==> src/rtl/pacote_mips_pkg.sv <==
// Shared definitions for the load/store controller: op encodings, FSM states, decode helpers.
package pacote_mips_pkg;

  typedef enum logic [2:0] {
    OP_LW  = 3'b000,
    OP_LH  = 3'b001,
    OP_LHU = 3'b010,
    OP_LB  = 3'b011,
    OP_LBU = 3'b100,
    OP_SW  = 3'b101,
    OP_SH  = 3'b110,
    OP_SB  = 3'b111
  } op_e;

  typedef enum logic [2:0] {
    S_IDLE,
    S_RD,
    S_WAIT,
    S_MERGE,
    S_WR,
    S_DONE
  } state_e;

  function automatic logic is_load(op_e op);
    return (op == OP_LW) || (op == OP_LH) || (op == OP_LHU) ||
           (op == OP_LB) || (op == OP_LBU);
  endfunction

  // Word accesses need both low bits clear, halfword accesses only bit 0.
  function automatic logic is_misaligned(op_e op, logic [1:0] off);
    case (op)
      OP_LW, OP_SW:         return off != 2'b00;
      OP_LH, OP_LHU, OP_SH: return off[0];
      default:              return 1'b0;
    endcase
  endfunction

endpackage

==> src/rtl/controlador_load_store_if.sv <==
// Request/response and data-memory bus of the load/store controller.
interface controlador_load_store_if #(
  parameter int ADDR_W = 5
);
  logic              req_valid;
  logic              req_ready;
  logic [2:0]        req_op;
  logic [31:0]       req_addr;
  logic [31:0]       req_wdata;
  logic              resp_valid;
  logic [31:0]       resp_rdata;
  logic [ADDR_W-1:0] mem_endereco;
  logic [31:0]       mem_dado;
  logic              mem_memread;
  logic              mem_memwrite;
  logic [31:0]       mem_readdata;
  logic              excecao;

  modport master (
    input  req_valid, req_op, req_addr, req_wdata, mem_readdata,
    output req_ready, resp_valid, resp_rdata, mem_endereco, mem_dado,
           mem_memread, mem_memwrite, excecao
  );

  modport slave (
    output req_valid, req_op, req_addr, req_wdata, mem_readdata,
    input  req_ready, resp_valid, resp_rdata, mem_endereco, mem_dado,
           mem_memread, mem_memwrite, excecao
  );
endinterface

==> src/rtl/alinhador_bytes.sv <==
// Little-endian lane logic: load extract with sign/zero extension and sub-word store merge.
module alinhador_bytes
  import pacote_mips_pkg::*;
(
  input  op_e         op,
  input  logic [1:0]  off,
  input  logic [31:0] rd_word,
  input  logic [31:0] st_base,
  input  logic [31:0] st_data,
  output logic [31:0] ld_result,
  output logic [31:0] st_word
);
  logic [7:0]  lane_b;
  logic [15:0] lane_h;

  assign lane_b = 8'(rd_word >> {off, 3'b000});
  assign lane_h = 16'(rd_word >> {off[1], 4'b0000});

  // NOTE: every output gets a default before the case so no latch is inferred.
  always_comb begin
    ld_result = rd_word;
    case (op)
      OP_LH:   ld_result = {{16{lane_h[15]}}, lane_h};
      OP_LHU:  ld_result = {16'h0000, lane_h};
      OP_LB:   ld_result = {{24{lane_b[7]}}, lane_b};
      OP_LBU:  ld_result = {24'h000000, lane_b};
      default: ld_result = rd_word;
    endcase
  end

  always_comb begin
    st_word = st_base;
    case (op)
      OP_SB:   st_word[{off, 3'b000} +: 8]     = st_data[7:0];
      OP_SH:   st_word[{off[1], 4'b0000} +: 16] = st_data[15:0];
      OP_SW:   st_word = st_data;
      default: st_word = st_base;
    endcase
  end
endmodule

==> src/rtl/controlador_load_store.sv <==
// Load/store initiator: word-addressed memory strobes, sub-word loads and read-modify-write stores.
// Optional MISALIGN_TRAP_EN: misaligned word/half accesses complete at once with excecao set.
module controlador_load_store
  import pacote_mips_pkg::*;
#(
  parameter int ADDR_W  = 5,
  parameter int MEM_LAT = 1
) (
  input  logic                      clk,
  input  logic                      reset,
  controlador_load_store_if.master  bus
);
  state_e            state_q, state_d;
  op_e               op_q, op_d;
  logic [1:0]        off_q, off_d;
  logic [31:0]       wdata_q, wdata_d;
  logic [31:0]       rdata_q, rdata_d;
  logic [7:0]        cnt_q, cnt_d;
  logic [ADDR_W-1:0] endereco_q, endereco_d;
  logic [31:0]       dado_q, dado_d;
  logic              memread_q, memread_d;
  logic              memwrite_q, memwrite_d;
  logic              resp_valid_q, resp_valid_d;
  logic [31:0]       resp_rdata_q, resp_rdata_d;
  logic              excecao_q, excecao_d;

  op_e         op_in;
  logic        misalign;
  logic [31:0] ld_result;
  logic [31:0] st_word;
  logic        unused_addr_bits;

  assign op_in            = op_e'(bus.req_op);
  assign unused_addr_bits = ^bus.req_addr[31:ADDR_W+2];

`ifdef MISALIGN_TRAP_EN
  assign misalign = is_misaligned(op_in, bus.req_addr[1:0]);
`else
  assign misalign = 1'b0;
`endif

  alinhador_bytes u_alinhador (
    .op        (op_q),
    .off       (off_q),
    .rd_word   (bus.mem_readdata),
    .st_base   (rdata_q),
    .st_data   (wdata_q),
    .ld_result (ld_result),
    .st_word   (st_word)
  );

  always_comb begin
    state_d      = state_q;
    op_d         = op_q;
    off_d        = off_q;
    wdata_d      = wdata_q;
    rdata_d      = rdata_q;
    cnt_d        = cnt_q;
    endereco_d   = endereco_q;
    dado_d       = dado_q;
    resp_rdata_d = resp_rdata_q;
    memread_d    = 1'b0;
    memwrite_d   = 1'b0;
    resp_valid_d = 1'b0;
    excecao_d    = 1'b0;
    case (state_q)
      S_IDLE: if (bus.req_valid) begin
        op_d       = op_in;
        off_d      = bus.req_addr[1:0];
        wdata_d    = bus.req_wdata;
        endereco_d = bus.req_addr[ADDR_W+1:2];
        if (misalign) begin
          resp_valid_d = 1'b1;
          excecao_d    = 1'b1;
          state_d      = S_DONE;
        end else if (op_in == OP_SW) begin
          dado_d     = bus.req_wdata;
          memwrite_d = 1'b1;
          state_d    = S_WR;
        end else begin
          memread_d = 1'b1;
          state_d   = S_RD;
        end
      end
      S_RD: begin
        cnt_d   = 8'(MEM_LAT - 1);
        state_d = S_WAIT;
      end
      S_WAIT: begin
        if (cnt_q == 8'd0) begin
          rdata_d = bus.mem_readdata;
          if (is_load(op_q)) begin
            resp_rdata_d = ld_result;
            resp_valid_d = 1'b1;
            state_d      = S_DONE;
          end else begin
            state_d = S_MERGE;
          end
        end else begin
          cnt_d = cnt_q - 8'd1;
        end
      end
      S_MERGE: begin
        dado_d     = st_word;
        memwrite_d = 1'b1;
        state_d    = S_WR;
      end
      S_WR: begin
        resp_valid_d = 1'b1;
        state_d      = S_DONE;
      end
      S_DONE:  state_d = S_IDLE;
      default: state_d = S_IDLE;
    endcase
  end

  // NOTE: reset is synchronous, so it is tested inside the clocked block and all state
  // updates use non-blocking assignments.
  always_ff @(posedge clk) begin
    if (reset) begin
      state_q      <= S_IDLE;
      op_q         <= OP_LW;
      off_q        <= 2'b00;
      wdata_q      <= '0;
      rdata_q      <= '0;
      cnt_q        <= '0;
      endereco_q   <= '0;
      dado_q       <= '0;
      memread_q    <= 1'b0;
      memwrite_q   <= 1'b0;
      resp_valid_q <= 1'b0;
      resp_rdata_q <= '0;
      excecao_q    <= 1'b0;
    end else begin
      state_q      <= state_d;
      op_q         <= op_d;
      off_q        <= off_d;
      wdata_q      <= wdata_d;
      rdata_q      <= rdata_d;
      cnt_q        <= cnt_d;
      endereco_q   <= endereco_d;
      dado_q       <= dado_d;
      memread_q    <= memread_d;
      memwrite_q   <= memwrite_d;
      resp_valid_q <= resp_valid_d;
      resp_rdata_q <= resp_rdata_d;
      excecao_q    <= excecao_d;
    end
  end

  // Gating with reset suppresses a strobe already registered when an abort arrives.
  assign bus.req_ready    = (state_q == S_IDLE) && !reset;
  assign bus.mem_memread  = memread_q  && !reset;
  assign bus.mem_memwrite = memwrite_q && !reset;
  assign bus.resp_valid   = resp_valid_q && !reset;
  assign bus.excecao      = excecao_q  && !reset;
  assign bus.mem_endereco = endereco_q;
  assign bus.mem_dado     = dado_q;
  assign bus.resp_rdata   = resp_rdata_q;
endmodule

==> src/flat_wrapper.sv <==
// flat-port wrapper written by rule: the top's interface ports become plain ports
module controlador_load_store_flat import pacote_mips_pkg::*;
#(
  parameter int ADDR_W  = 5,
  parameter int MEM_LAT = 1
)
  (clk, reset, bus_req_valid, bus_req_op, bus_req_addr, bus_req_wdata, bus_mem_readdata, bus_req_ready, bus_resp_valid, bus_resp_rdata, bus_mem_endereco, bus_mem_dado, bus_mem_memread, bus_mem_memwrite, bus_excecao);
  controlador_load_store_if #(.ADDR_W(ADDR_W)) bus_i ();
  input  logic clk;
  input  logic reset;
  input wire logic [$bits(bus_i.req_valid)-1:0] bus_req_valid;
  input wire logic [$bits(bus_i.req_op)-1:0] bus_req_op;
  input wire logic [$bits(bus_i.req_addr)-1:0] bus_req_addr;
  input wire logic [$bits(bus_i.req_wdata)-1:0] bus_req_wdata;
  input wire logic [$bits(bus_i.mem_readdata)-1:0] bus_mem_readdata;
  output wire logic [$bits(bus_i.req_ready)-1:0] bus_req_ready;
  output wire logic [$bits(bus_i.resp_valid)-1:0] bus_resp_valid;
  output wire logic [$bits(bus_i.resp_rdata)-1:0] bus_resp_rdata;
  output wire logic [$bits(bus_i.mem_endereco)-1:0] bus_mem_endereco;
  output wire logic [$bits(bus_i.mem_dado)-1:0] bus_mem_dado;
  output wire logic [$bits(bus_i.mem_memread)-1:0] bus_mem_memread;
  output wire logic [$bits(bus_i.mem_memwrite)-1:0] bus_mem_memwrite;
  output wire logic [$bits(bus_i.excecao)-1:0] bus_excecao;
  assign bus_i.req_valid = bus_req_valid;
  assign bus_i.req_op = bus_req_op;
  assign bus_i.req_addr = bus_req_addr;
  assign bus_i.req_wdata = bus_req_wdata;
  assign bus_i.mem_readdata = bus_mem_readdata;
  assign bus_req_ready = bus_i.req_ready;
  assign bus_resp_valid = bus_i.resp_valid;
  assign bus_resp_rdata = bus_i.resp_rdata;
  assign bus_mem_endereco = bus_i.mem_endereco;
  assign bus_mem_dado = bus_i.mem_dado;
  assign bus_mem_memread = bus_i.mem_memread;
  assign bus_mem_memwrite = bus_i.mem_memwrite;
  assign bus_excecao = bus_i.excecao;
  controlador_load_store #(.ADDR_W(ADDR_W), .MEM_LAT(MEM_LAT)) u_core (.clk(clk), .reset(reset), .bus(bus_i));
endmodule
==> config.mk <==
export PLATFORM = sky130hd
export DESIGN_NAME = controlador_load_store_flat
export DESIGN_NICKNAME = d
export VERILOG_FILES = /design/src/rtl/pacote_mips_pkg.sv /design/src/rtl/controlador_load_store_if.sv /design/src/rtl/alinhador_bytes.sv /design/src/rtl/controlador_load_store.sv /design/src/flat_wrapper.sv
export SDC_FILE = /design/constraint.sdc
export NUM_CORES = 1
export LEC_CHECK = 0
export ABC_AREA = 1
export ABC_CLOCK_PERIOD_IN_PS = 2650
export CORE_UTILIZATION = 40
export CTS_BUF_LIST = sky130_fd_sc_hd__clkbuf_4 sky130_fd_sc_hd__clkbuf_8
export DETAILED_ROUTE_END_ITERATION = 10
export PLACE_DENSITY = 0.66
export SLEW_MARGIN = 20
export SYNTH_ARGS = -nofsm -noshare
export SYNTH_HDL_FRONTEND = slang
export SYNTH_SLANG_ARGS = --single-unit
==> constraint.sdc <==
create_clock -name clk -period 2.65 [get_ports clk]
set_input_delay 0.3975 -clock clk [delete_from_list [all_inputs] [get_ports clk]]
set_output_delay 0.3975 -clock clk [all_outputs]
set_load 0.03 [all_outputs]
# Word-level counts from Yosys, hierarchy flattened
# Cells that the tools add are included.
# totals
register_bits,152
latchBits,0
mem_bits_rw,0
mem_bits_ro,0
inputBits,102
output_inout_bits,74
word_cells,81
n_memories,0
# classes
n_addsub,3
mul,0
div_mod_pow,0
n_lt_le_gt_ge,0
n_eq_ne,16
shifts,6
mux,21
bitwise,2
n_reduce_logical,21
# op_table
operator,n
one-hot mux 32 bit (4 select lines),1
one-hot mux 32 bit (3 select lines),1
bitwise mux 32 bit,2
2-to-1 mux 32 bit,2
one-hot mux 32 bit (2 select lines),1
variable shift 16 x 7 -> 32 bit (first input constant),1
variable shift 8 x 7 -> 32 bit (first input constant),1
indexed part select 16 x 7 -> 32 bit,1
indexed part select 8 x 7 -> 32 bit,1
>> shifter 32 x 5 -> 16 bit,1
>> shifter 32 x 5 -> 8 bit,1
== test 3 bit (second input constant),6
one-hot mux 8 bit (2 select lines),1
one-hot mux 3 bit (5 select lines),1
negator 5 -> 7 bit,2
== test 3 x 2 -> 1 bit (second input constant),4
2-to-1 mux 3 bit,4
logical NOT 8 bit,1
2-to-1 mux 8 bit,1
AND reduction 2 bit,4
subtractor 8 x 1 -> 8 bit (second input constant),1
== test 3 x 1 -> 1 bit (second input constant),2
logical NOT 3 bit,2
AND reduction 3 bit,2
10 further kinds,25

# Depth between registers and ports, before layout
# Gate-level depths: netlist (run 1).
# logic_depth
ltp_word,8
mapped_depth,11
mapped_depth_nobuf,10

# Cells and area by module
# Synthesis (run 1) repeated with hierarchy kept, for this count alone.
# hier_totals
cells_unflattened,1578
area_unflattened_um2,9365.2
# by_module_without_submodules
module,n_inst,cells_per_inst,area_each_um2
controlador_load_store,1,938,6526.3
alinhador_bytes,1,640,2839.0

# Least setup slack after synthesis (run 1)
# OpenSTA, ideal clock, no wires.
# synth_timing
path_type,register to register
startpoint,register u_core.off_q[1]
endpoint,register u_core.dado_q[4] (netlist: u_core.bus.mem_dado[4])
setup_ns,0.071
arrival_ns,1.915
t_required_ns,2.579
slack_ns,0.664
stages_incl_launch_ff,12
path_buffers,2
period_less_slack_ns,1.986
path_cell_list,dfxtp_1 inv_1 clkbuf_1 ha_1 clkbuf_1 nor2_1 nand2_1 o21ai_2 nand2_1 nand3_1 nand2_1 a21oi_1
# synth_via
elab_chain_len,5
# synth_lines
element,line,rtl
"start, declared",controlador_load_store.sv:15,"logic [1:0] off_q, off_d;"
"start signal, assigned",controlador_load_store.sv:123,off_q <= 2'b00;
"start signal, assigned",controlador_load_store.sv:137,off_q <= off_d;
negator 5 -> 7 bit (on tied branches),"alinhador_bytes.sv:35, alinhador_bytes.sv:34",
"indexed part select 16 x 7 -> 32 bit, or another cell as far along",alinhador_bytes.sv:35,"OP_SH: st_word[{off[1], 4'b0000} +: 16] = st_data[15:0];"
bitwise mux 32 bit (on tied branches),"alinhador_bytes.sv:35, alinhador_bytes.sv:34",
one-hot mux 32 bit (3 select lines) *,alinhador_bytes.sv:33,case (op)
one-hot mux 32 bit (2 select lines) *,controlador_load_store.sv:66,case (state_q)
"end signal, assigned",controlador_load_store.sv:142,dado_q <= dado_d;
"end, declared",controlador_load_store.sv:20,"logic [31:0] dado_q, dado_d;"
# Every way passes the cells marked *; elsewhere a longest branch is shown, timed or not.
# A chain may end at the register's enable or synchronous reset.

# Final worst setup path (run 1)
# layout_timing
startpoint,register u_core.op_q[1]
endpoint,register u_core.dado_q[21] (netlist: u_core.bus.mem_dado[21])
# layout_via
elab_chain_len,3
# layout_lines
element,line,rtl
"start, declared",controlador_load_store.sv:14,"op_e op_q, op_d;"
"start signal, assigned",controlador_load_store.sv:136,op_q <= op_d;
== test 3 bit,alinhador_bytes.sv:33,
one-hot mux 32 bit (3 select lines) *,alinhador_bytes.sv:33,
one-hot mux 32 bit (2 select lines) *,controlador_load_store.sv:66,
# Marks and branches as above.

==> results of run 1 <==
[stage by stage]
step / total power, mW / util [%]
3_3_place_gp: 7.36 / 49.0
4_1_cts: 9.23 / 51.0
3_5_place_dp: 7.40 / 49.0
2_1_floorplan: 6.09 / -
6_report: 9.21 / 51.0
5_1_grt: 9.87 / 51.0
[layout by cell type (no fill, tap or decap), drive strengths merged, types with 9 or more instances in the layout]
cell | Yosys | final
inv | 97 | 99
nor2 | 227 | 227
buf | 33 | 22
clkbuf | 44 | 18
nand3 | 57 | 57
o22ai | 11 | 11
o21ai | 203 | 203
dfxtp | 152 | 152
nand2 | 203 | 203
clkdlybuf4s50 | 0 | 145
nor3 | 9 | 9
a21oi | 147 | 147
[power groups by stage]
stage | Clock [mW] | Combinational [mW] | Sequential (mW)
CTS | 1.85 | 4.12 | 3.26
global route | 1.96 | 4.58 | 3.33
floorplan | 0 | 2.45 | 3.63
global placement | 0 | 4.07 | 3.29
detailed placement | 0 | 4.10 | 3.30
finish | 1.81 | 4.13 | 3.27
[flip-flops by register name, indices dropped and copies added (netlist names)]
signal                   count
u_core.memread_q             1
u_core.resp_valid_q          1
u_core.bus.mem_dado         32
u_core.off_q                 2
u_core.wdata_q              32
u_core.op_q                  3
u_core.memwrite_q            1
u_core.cnt_q                 8
u_core.state_q               3
u_core.rdata_q              32
u_core.bus.resp_rdata       32
u_core.bus.mem_endereco      5
[worst min-delay path: cells and delay by family, from the launching register on]
kind            cells  cell delay (ns)
compound gates      1             0.05
buf+inv             1             0.06
flops               1             0.30
[kinds of logic after synthesis]
| family | count (synthesis) | synth area share, % |
|---|---|---|
| buf+inv | 174 | 9.31 |
| compound gates | 381 | 24.8 |
| flops | 152 | 38.2 |
| simple gates | 500 | 26.2 |
| fa+ha+maj | 7 | 1.10 |
| other cells | 1 | 0.0471 |
| xor+xnor | 3 | 0.330 |
[worst max path at each step]
stage,startpoint,to,slack (ns),depth (start not counted)
3_3_place_gp,bus_mem_readdata[15],u_core.bus.resp_rdata[16],0.56,9
6_report,u_core.op_q[1],u_core.bus.mem_dado[21],0.51,7
4_1_cts,u_core.op_q[1],u_core.bus.mem_dado[21],0.57,7
3_5_place_dp,bus_mem_readdata[15],u_core.bus.resp_rdata[22],0.53,9
5_1_grt,u_core.op_q[1],u_core.bus.mem_dado[26],0.36,7
2_1_floorplan,u_core.off_q[1],u_core.bus.mem_dado[4],0.66,11
[layout make-up]
type                            count  area [µm²]
Sequential cell                   152        3040
Inverter                           97         364
Fill cell                        2022        9560
Timing Repair Buffer              167        1640
Clock buffer                       18         248
Tap cell                          265         332
Multi-Input combinational cell    892        4190
Clock inverter                     14         150
[layer usage]
| metal | wire length [µm] | up-vias | share of wire [%] |
|---|---|---|---|
| li1 | - | 4243 | - |
| met1 | 12200 | 3817 | 48 |
| met2 | 10900 | 298 | 42 |
| met3 | 1850 | 38 | 7.2 |
| met4 | 760 | 0 | 3.0 |
| met5 | 0 | - | 0 |
==> flow_metrics.env, run 1 <==
export IMPL_drt_initial_drc_count=640
export IMPL_drive_gt1_share_pct=6.49
export IMPL_synth_warnings=0
export IMPL_p_leak_nw=4.03
export IMPL_netlist_area_mm2=0.00797
export IMPL_crit_path_top_delay_cell="dfxtp_1"
export IMPL_antenna_cells=0
export IMPL_power_frac_clock_pct=19.7
export IMPL_post_cts_buffers=0
export IMPL_reg2reg_depth=7
export IMPL_synth_top_area_cell="dfxtp_1"
export IMPL_die_y_um=143
export IMPL_holdBufCountCts=0
export IMPL_io_pin_count=176
export IMPL_fin_cells=1605
export IMPL_top_usage_layer="met2"
export IMPL_antenna_found_initial=0
export IMPL_fin_nets=1436
export IMPL_ant_nets=0
export IMPL_drt_vias_per_instance=5.23
export IMPL_finClkSkew_ns=0.0181
export IMPL_placed_cells=1573
export IMPL_synth_edf_count=0
export IMPL_setup_viol=0
export IMPL_synth_seq_cells=152
export IMPL_crit_family="simple AND/OR/NAND/NOR gates"
export IMPL_gp_congestion=0.890
export IMPL_synth_net_count=1327
export IMPL_final_cell_area_mm2=0.00996
export IMPL_grt_pass1_wl_um=40400
export IMPL_final_hold_violation_count=0
export IMPL_synth_distinct_cells=32
export IMPL_placed_area_mm2=0.00957
export IMPL_dpl_hpwl_um=18400
export IMPL_grt_util_all_layers_pct=25.5
export IMPL_use_met2_pct=37.5
export IMPL_grt_max_degree=133
export IMPL_gr_usage_met3_pct=5.67
export IMPL_die_area_mm2=0.0205
export IMPL_drc_errors=0
export IMPL_powerDensity_mw_per_mm2=925
export IMPL_switching_power_mw=4.08
export IMPL_cp_required_ns=3.01
export IMPL_grt_overflow=0
export IMPL_cts_clk_slew_worst_paths_ns=0.09
export IMPL_clkSinkCount=152
export IMPL_fin_crit_sh_pct=80.9
export IMPL_worstSetupPathType="flop to flop"
export IMPL_avgSynthCellArea_um2=6.54
export IMPL_die_w_um=143
export IMPL_outcome="finished, final reports clean"
export IMPL_fin_crit_ns=2.14
export IMPL_coreArea_mm2=0.0195
export IMPL_tightest_slew_ns=0.587
export IMPL_hold_end="u_core.wdata_q[31]"
export IMPL_areaGrowthSynthToFinish_pct=25.0
export IMPL_layout_setup_ws_ns=0.507
export IMPL_grt_setup_unrepaired="false"
export IMPL_grt_use_met1_pct=36.1
export IMPL_yosysTopAreaCellShare_pct=38.2
export IMPL_p_comb_share_pct=44.8
export IMPL_wl_per_cell_um=16.0
export IMPL_cpPeakStageDelay_ns=0.64
export IMPL_rr_endpoint="u_core.bus.mem_dado[21]"
export IMPL_vias=8396
export IMPL_post_synth_top_count_cell="nor2_1"
export IMPL_seqPwrFrac_pct=35.5
export IMPL_cts_tree="yes"
export IMPL_critPathCaptureType="flop"
export IMPL_clockBufferDepth=2
export IMPL_yosysSeqAreaShare_pct=38.2
export IMPL_hold_path_startpoint="u_core.wdata_q[31]"
export IMPL_rrSetupSlack_ns=0.51
export IMPL_postCtsResizedCells=0
export IMPL_core_rowCount=51
export IMPL_switching_share_pct=44.2
export IMPL_cp_max_fo=15
export IMPL_whs_ns=0.459
export IMPL_r2r_start="u_core.op_q[1]"
export IMPL_synth_async_sr_flop_share_pct=0
export IMPL_max_slew_margin_pct=60.8
export IMPL_ys_top_cells_by_area="dfxtp_1 (38%), o21ai_0 (12%), nor2_1 (10%), nand2_1 (9.2%), a21oi_1 (9.2%)"
export IMPL_yosys_top_cells_count="nor2_1 (218), nand2_1 (195), o21ai_0 (194)"
export IMPL_path_buf_inv=0
export IMPL_hold_path_cell_count=2
export IMPL_first_pass_iters=5
export IMPL_place_ws_ns=0.531
export IMPL_grt_pass1_vias=7405
export IMPL_io_buffer_count=149
export IMPL_fmax_mhz=467
export IMPL_ir_drop_mv=0.527
export IMPL_htreeDepth=4
export IMPL_hold_path_class="flop to flop"
export IMPL_clk_latency_ns=0.47
export IMPL_routed_wl_um=25700
export IMPL_arrival_ns=2.50
export IMPL_numCtsBuffers=17
export IMPL_critPathLaunchType="flop"
export IMPL_tns_ns=0
export IMPL_start_util_pct=40.8
export IMPL_worstPathCellList="nor2_4 -> nor2_4 -> nand2_2 -> a21oi_1 -> o21ai_0 -> nor2_1 -> nor2_1"
export IMPL_cts_root_buffer="clkbuf_8"
export IMPL_syn_inst=1218
export IMPL_synthFlopType="dfxtp_1"
export IMPL_cap_violations=0
export IMPL_slew_viol_final=0
export IMPL_internal_power_mw=5.14
Power figures use the tool's default switching activity.
==> run 2: changes to the inputs <==
Settings changed: ABC_CLOCK_PERIOD_IN_PS 2650 to 2200.
Clock period 2.65 ns to 2.2 ns, I/O delays scaled along.
==> run 2 against run 1 <==
- core utilization is 1.1 points higher
- global-route usage rose by 0.49 points
- sequential share of layout area shrank 0.64 points
- wire length up 1.3%
- setup slack got worse by 0.21 ns
- clock-buffer cell count is 1 lower
- total power is 26% higher
- register-to-register slack lost 0.21 ns
- final cell count increased by 1.1%
- clock power rose by 39%
- die area stayed put
- critical path depth grew 2
- critical endpoint is now u_core.bus.mem_dado[10]
- largest cell class unchanged
- largest power group unchanged
==> flow_metrics.env, run 2 (same netlist as run 1, synthesis figures left out) <==
export IMPL_critPathLaunchType="flop"
export IMPL_fin_crit_sh_pct=86.4
export IMPL_fin_nets=1453
export IMPL_gp_congestion=0.918
export IMPL_holdBufCountCts=0
export IMPL_tns_ns=0
export IMPL_core_rowCount=51
export IMPL_grt_setup_unrepaired="false"
export IMPL_multi_input_area_mm2=0.00419
export IMPL_clkSinkCount=152
export IMPL_ant_nets=0
export IMPL_first_pass_iters=6
export IMPL_grt_max_degree=66
export IMPL_worstSetupPathType="flop to flop"
export IMPL_io_buffer_count=149
export IMPL_fillers=2028
export IMPL_wl_per_cell_um=16.1
export IMPL_crit_family="adder cells"
export IMPL_io_pin_count=176
export IMPL_setup_viol=0
export IMPL_layout_setup_ws_ns=0.298
export IMPL_coreArea_mm2=0.0195
export IMPL_rrSetupSlack_ns=0.30
export IMPL_place_ws_ns=0.126
export IMPL_drc_errors=0
export IMPL_start_util_pct=40.8
export IMPL_finClkSkew_ns=0.0101
export IMPL_cts_clk_slew_worst_paths_ns=0.09
export IMPL_placed_cells=1590
export IMPL_arrival_ns=2.30
export IMPL_dpl_hpwl_um=19000
export IMPL_clk_latency_ns=0.46
export IMPL_hold_path_startpoint="bus_req_addr[3]"
export IMPL_final_cell_area_mm2=0.0102
export IMPL_post_cts_buffers=0
export IMPL_drive_gt1_share_pct=7.66
export IMPL_die_y_um=143
export IMPL_die_w_um=143
export IMPL_p_leak_nw=4.15
export IMPL_drt_initial_drc_count=653
export IMPL_outcome="finished, final reports clean"
export IMPL_layout_commonest_cell="nor2_1"
export IMPL_areaGrowthSynthToFinish_pct=27.7
export IMPL_path_buf_inv=2
export IMPL_hold_path_cell_count=3
export IMPL_grt_overflow=0
export IMPL_seqCellArea_mm2=0.00304
export IMPL_cp_max_fo=25
export IMPL_powerDensity_mw_per_mm2=1140
export IMPL_vias=8467
export IMPL_fmax_mhz=526
export IMPL_worstPathCellList="inv_1 -> buf_4 -> ha_1 -> nor2_1 -> nor2_1 -> nand2_1 -> nand3_1 -> nand2_1 -> a21oi_1"
export IMPL_reg2reg_depth=9
export IMPL_cp_required_ns=2.59
export IMPL_tightest_slew_ns=0.554
export IMPL_hold_end="u_core.bus.mem_endereco[1]"
export IMPL_cap_violations=0
export IMPL_final_hold_violation_count=0
export IMPL_htreeDepth=4
export IMPL_fin_cells=1622
export IMPL_routed_wl_um=26100
export IMPL_rr_endpoint="u_core.bus.mem_dado[10]"
export IMPL_most_common_layout_cells="nor2_1 (218), nand2_1 (195), o21ai_0 (194), dfxtp_1 (152), a21oi_1 (146)"
export IMPL_antenna_cells=0
export IMPL_r2r_start="u_core.off_q[1]"
export IMPL_postCtsResizedCells=0
export IMPL_grt_pass1_wl_um=41100
export IMPL_placed_area_mm2=0.00972
export IMPL_die_area_mm2=0.0205
export IMPL_grt_util_all_layers_pct=26.0
export IMPL_cts_tree="yes"
export IMPL_hold_path_class="input port to flop"
export IMPL_whs_ns=0.445
export IMPL_fin_crit_ns=1.90
export IMPL_critPathCaptureType="flop"
export IMPL_crit_path_top_delay_cell="ha_1"
export IMPL_slew_viol_final=0
export IMPL_antenna_found_initial=0
export IMPL_grt_pass1_vias=7681
export IMPL_drt_vias_per_instance=5.22
export IMPL_cts_root_buffer="clkbuf_8"
export IMPL_max_slew_margin_pct=63.0
export IMPL_ir_drop_mv=0.587
export IMPL_numCtsBuffers=17
export IMPL_cpPeakStageDelay_ns=0.54
export IMPL_clockBufferDepth=2
run 2: cell count changes in the layout (fill, tap and decap cells not counted):
cell / before / now
inv_6: 2 / 3
bufinv_16: 2 / 5
clkbuf_8: 18 / 17
buf_4: 20 / 35
clkinv_4: 4 / 2
clkinvlp_4: 3 / 2
buf_12: 2 / 4
run 2: worst max path at each step:
stage	startpoint	end	slack, ns	cells after the start
floorplan	u_core.off_q[1]	u_core.bus.mem_dado[4]	0.21	11
global placement	bus_mem_readdata[15]	u_core.bus.resp_rdata[16]	0.20	9
detailed placement	bus_mem_readdata[15]	u_core.bus.resp_rdata[17]	0.13	9
CTS	u_core.op_q[0]	u_core.bus.resp_rdata[15]	0.32	7
global route	u_core.op_q[0]	u_core.bus.resp_rdata[30]	0.11	6
finish	u_core.off_q[1]	u_core.bus.mem_dado[10]	0.30	9
run 2: area by class of cell:
cell class,count,area share (%)
multi-input cells,892,41.1
inverters,97,3.58
clock inverters,15,2.20
well taps,265,3.26
repair buffers,184,17.6
flip-flops and latches,152,29.9
clock buffers,17,2.30
run 2: stage by stage:
stage	util (%)	power, mW
6_report	52.1	11.6
5_1_grt	52.1	12.4
4_1_cts	52.1	11.6
3_5_place_dp	49.8	9.05
3_3_place_gp	49.8	9.00
2_1_floorplan	-	7.33
run 2: per-layer routing:
| metal | vias to the layer above | global-route usage, % | wire (µm) |
|---|---|---|---|
| met3 | 52 | 5.10 | 2040 |
| met2 | 333 | 39.3 | 11300 |
| met5 | - | 0 | 0 |
| met4 | 0 | 10.8 | 745 |
| met1 | 3828 | 36.0 | 12000 |
| li1 | 4254 | - | - |
run 2: where the power goes:
part	total [mW]	switching [mW]	internal, mW
Combinational	5.12	3.33	1.79
Clock	2.51	1.15	1.36
Sequential	3.94	0.481	3.46
run 2: worst min-delay path, delay by kind of cell:
family / cells / cell delay, ns
simple gates: 2 / 0.15
buf+inv: 1 / 0.40
